**config.mk**
```make
export PLATFORM = sky130hd
export DESIGN_NAME = mem_rmw_ctrl
export DESIGN_NICKNAME = d
export VERILOG_FILES = /design/src/rtl/mem_rmw_ctrl.sv
export SDC_FILE = /design/constraint.sdc
export NUM_CORES = 1
export LEC_CHECK = 0
export BUFFER_PORTS_ARGS = -buffer_cell sky130_fd_sc_hd__buf_2
export CORE_UTILIZATION = 40
export DETAILED_ROUTE_END_ITERATION = 6
export PLACE_DENSITY = 0.77
export SLEW_MARGIN = 10
export SYNTH_ARGS = -nofsm -noshare
export SYNTH_HDL_FRONTEND = slang
export SYNTH_SLANG_ARGS = --single-unit
export TNS_END_PERCENT = 20
```
**constraint.sdc**
```tcl
create_clock -name clk -period 2.9 [get_ports clk]
set_input_delay 0.435 -clock clk [delete_from_list [all_inputs] [get_ports clk]]
set_output_delay 0.435 -clock clk [all_outputs]
set_load 0.01 [all_outputs]
```
**src/rtl/mem_rmw_ctrl.sv**
```systemverilog
// Byte-enabled request front end for the 1-cycle-read word RAM; partial stores become read-modify-write.
// Latency 1 cycle (full/empty write) or 2 cycles (read/partial write); one transaction outstanding, REQ_READY low until the response is taken.
module mem_rmw_ctrl #(
    parameter int AWIDTH = 8,
    parameter int DWIDTH = 32
) (
    input  logic                  clk,
    input  logic                  rst_n,
    input  logic                  req_valid,
    output logic                  req_ready,
    input  logic                  req_we,
    input  logic [AWIDTH-1:0]     req_addr,
    input  logic [DWIDTH/8-1:0]   req_be,
    input  logic [DWIDTH-1:0]     req_wdata,
    output logic                  rsp_valid,
    input  logic                  rsp_ready,
    output logic [DWIDTH-1:0]     rsp_rdata,
    output logic                  ram_web,
    output logic [AWIDTH-1:0]     ram_wad,
    output logic [DWIDTH-1:0]     ram_wdi,
    output logic [AWIDTH-1:0]     ram_rad,
    input  logic [DWIDTH-1:0]     ram_rdo
);

    localparam int NB = DWIDTH / 8;

    typedef enum logic [1:0] {
        IDLE,
        DATA,
        RSP
    } state_t;

    state_t              state;
    state_t              state_nxt;
    logic                we_q;
    logic [AWIDTH-1:0]   addr_q;
    logic [NB-1:0]       be_q;
    logic [DWIDTH-1:0]   wdata_q;
    logic [DWIDTH-1:0]   merged;
    logic                accept;
    logic                be_full;
    logic                be_none;
    logic                direct;

    assign accept  = req_valid && (state == IDLE);
    assign be_full = &req_be;
    assign be_none = ~|req_be;
    // Full-word and empty writes need no read, so they skip DATA entirely.
    assign direct  = req_we && (be_full || be_none);

    always_comb begin
        merged = '0;
        for (int i = 0; i < NB; i++) begin
            merged[8*i +: 8] = be_q[i] ? wdata_q[8*i +: 8] : ram_rdo[8*i +: 8];
        end
    end

    always_comb begin
        state_nxt = state;
        req_ready = 1'b0;
        ram_web   = 1'b0;
        ram_wad   = addr_q;
        ram_wdi   = merged;
        ram_rad   = addr_q;
        case (state)
            IDLE: begin
                req_ready = 1'b1;
                ram_rad   = req_addr;
                ram_wad   = req_addr;
                ram_wdi   = req_wdata;
                if (accept) begin
                    if (direct) begin
                        ram_web   = be_full;
                        state_nxt = RSP;
                    end else begin
                        state_nxt = DATA;
                    end
                end
            end
            DATA: begin
                // Only reads and partial writes reach DATA, so we_q alone means merge-and-store.
                ram_web   = we_q;
                state_nxt = RSP;
            end
            RSP: begin
                if (rsp_ready) begin
                    state_nxt = IDLE;
                end
            end
            default: state_nxt = IDLE;
        endcase
        // An abandoned read-modify-write must never reach the array.
        if (!rst_n) begin
            ram_web = 1'b0;
        end
    end

    always_ff @(posedge clk or negedge rst_n) begin
        if (!rst_n) begin
            state     <= IDLE;
            rsp_valid <= 1'b0;
            rsp_rdata <= '0;
            we_q      <= 1'b0;
            addr_q    <= '0;
            be_q      <= '0;
            wdata_q   <= '0;
        end else begin
            state <= state_nxt;
            case (state)
                IDLE: begin
                    if (accept) begin
                        if (direct) begin
                            rsp_valid <= 1'b1;
                            rsp_rdata <= '0;
                        end else begin
                            we_q    <= req_we;
                            addr_q  <= req_addr;
                            be_q    <= req_be;
                            wdata_q <= req_wdata;
                        end
                    end
                end
                DATA: begin
                    rsp_valid <= 1'b1;
                    rsp_rdata <= we_q ? '0 : ram_rdo;
                end
                RSP: begin
                    if (rsp_ready) begin
                        rsp_valid <= 1'b0;
                    end
                end
                default: rsp_valid <= 1'b0;
            endcase
        end
    end

endmodule
```
==> impl_metrics.ini <==
[routing]
drt-initial-drc-count = 223
wl_per_cell_um = 15.25
drc = 0
vias_per_cell = 5.058
first_pass_iters = 5
vias = 3374
drtAntennaViolNets = 0
wirelength_mm = 10.17

[synthesis]
ys_types = 27
yosysTopAreaCell = dfrtp_1
synthCells = 383
ys_seq_area_share_pct = 47.18
synthArstFlopShare_pct = 100.0
synth_seq_cells = 80
synth.area.top_cells = dfrtp_1 (47%), mux2_4 (14%), mux2i_1 (7.5%), o32ai_1 (6.6%), nand2_1 (5.8%)
synth_fp_nets = 464
synth.top_cell.area_share_pct = 47.18
synth_edf_count = 0
synth_area_per_cell_um2 = 11.08
synth.most_common_cell = dfrtp_1
yosys-top-cells-count = dfrtp_1 (80), nand2_1 (66), mux2_4 (39)
yosys_warnings = 0
synth_area_mm2 = 0.004243
yosys_most_used_dff = dfrtp_1

[place]
gp_congestion = 0.7550
detailed_place.area_mm2 = 0.005056
dp_cells = 651
place_hpwl_mm = 7.134
io_buffers = 163

[cells_and_area]
design_area_mm2 = 0.005220
fillers = 916
fin_cells = 667
synthToLayoutAreaGrowth_pct = 23.03
fin_nets = 607
diodes = 0
drive_gt1_share_pct = 43.50

[worst_setup_path]
cp-start-kind = flip-flop
crit_family = simple AND/OR/NAND/NOR gates
cp_cell_sequence = nor2_4 -> buf_4 -> and2_1 -> a22oi_1 -> nor3b_1 -> buf_2
crit_path_end_kind = primary output
slowest_delay_ns = 0.46
worstPathArrival_ns = 2.02
path_buf_inv = 2
critPathKind = flip-flop to primary output
cp_max_fo = 25
slowest_stage = dfrtp_1
critPathRequiredTime_ns = 2.47

[status]
status = finished, final reports clean

[clocking]
cts_max_path_buffers = 2
clock_latency_ns = 0.34
cts_tree = done
clk_pin_slew_ns = 0.08
cts_buffers = 9
clkSinkCount = 80
ctsHoldBuffers = 0
root_buffer = clkbuf_8
cts_resized = 0
cts_max_level = 3
post_cts_buffers = 0

[floorplan]
initial_utilization_pct = 41.10
die_height_um = 105.0
core_area_mm2 = 0.01032
ios = 164
dieArea_mm2 = 0.01102
die_w_um = 105.0
num_rows = 37

[global_routing]
antenna_found_initial = 1
grt_first_pass_wirelength_mm = 16.08
gr-usage-all-layers_pct = 18.61
grt_pass1_vias = 3188
overflow = 0
grt_max_degree = 81

[power_and_ir_drop]
power_density_mw_per_mm2 = 1036
p_leak_nw = 2.809
ir_worst_vdd_v = 0.0004656

[sta]
slew_violations = 0
final-hold-violation-count = 0
setup_viol = 0
tns_ns = 0
max_freq_mhz = 406.7
worst_clock_skew_ns = 0.005386
relSlewSlack_pct = 32.24
finalCritPeriodShare_pct = 84.78
period_minus_slack_ns = 2.459
rsz0062_at_grt = no
tightest_slew_ns = 1.016

[job]
maxCapViolCount = 0

[min_path]
min_path_type = primary input to flip-flop
-- layout by cell type (no fill, tap or decap), drive strengths merged, types with 2 or more instances in the layout --
cell,netlist,layout
buf,23,171
clkbuf,16,10
clkinv,0,5
dfrtp,80,80
inv,34,34
mux2,52,52
mux2i,32,32
nand2,66,66
nor2,2,2
o21ai,35,35
o32ai,32,32
-- through the flow --
stage	hold WS, ns	worst slack [ns]	utilization, %	total power, mW
finish	0.3119	0.4414	50.56	5.408
global route	0.3071	0.2902	50.56	5.769
CTS	0.2885	0.4196	50.56	5.461
detailed placement	0.4791	0.4910	48.98	4.720
global placement	0.4662	0.5497	48.98	4.630
floorplan	0.1394	0.7322	-	3.914
-- state kept, by name, summed over array words and instances (netlist names) --
register / count
addr_q: 8
be_q: 4
rsp_rdata: 32
rsp_valid: 1
state: 2
wdata_q: 32
we_q: 1
-- per-layer routing --
layer / vias up / global-route usage (%) / part of all wire, %
met5: - / 0 / 0.12
met4: 2 / 7.545 / 1.4
met3: 13 / 3.556 / 6.5
met2: 141 / 30.04 / 47
met1: 1614 / 24.54 / 45
li1: 1604 / - / -
-- final timing paths --
check | from | to | slack [ns] | depth (start not counted)
setup / recovery | state[1] | ram_web | 0.44 | 6
hold / removal | req_addr[5] | addr_q[5] | 0.31 | 2
setup reg to reg | state[1] | wdata_q[7] | 0.81 | 6
hold reg to reg | addr_q[5] | addr_q[5] | 0.50 | 1
max in group asynchronous | rst_n | wdata_q[30] | 1.88 | 2
min in group asynchronous | rst_n | rsp_rdata[18] | 0.36 | 2
-- layout make-up --
| type | instances | area [µm²] | share of cell area, % |
|---|---|---|---|
| sequential | 80 | 2002 | 38.35 |
| clock buffer | 10 | 127.6 | 2.445 |
| tap | 136 | 170.2 | 3.260 |
| timing repair buffer | 171 | 890.9 | 17.07 |
| inverter | 34 | 127.6 | 2.445 |
| multi-input combinational | 230 | 1866 | 35.74 |
| clock inverter | 6 | 36.28 | 0.6951 |
-- cell families (layout without fill, tap and decap cells) --
family | count (synthesis) | in the layout | synth area share, %
mux | 84 | 84 | 24.80
simple gates | 75 | 75 | 7.314
compound gates | 71 | 71 | 11.50
flops | 80 | 80 | 47.18
buf+inv | 73 | 221 | 9.201
-- where the power goes --
group / switching [mW] / total, mW / leakage [nW] / internal (mW)
Clock: 0.410 / 0.717 / 0.0858 / 0.307
Sequential: 0.390 / 1.97 / 0.991 / 1.58
Combinational: 1.35 / 2.72 / 1.73 / 1.37
No activity file was read; power rests on OpenSTA's default activity.
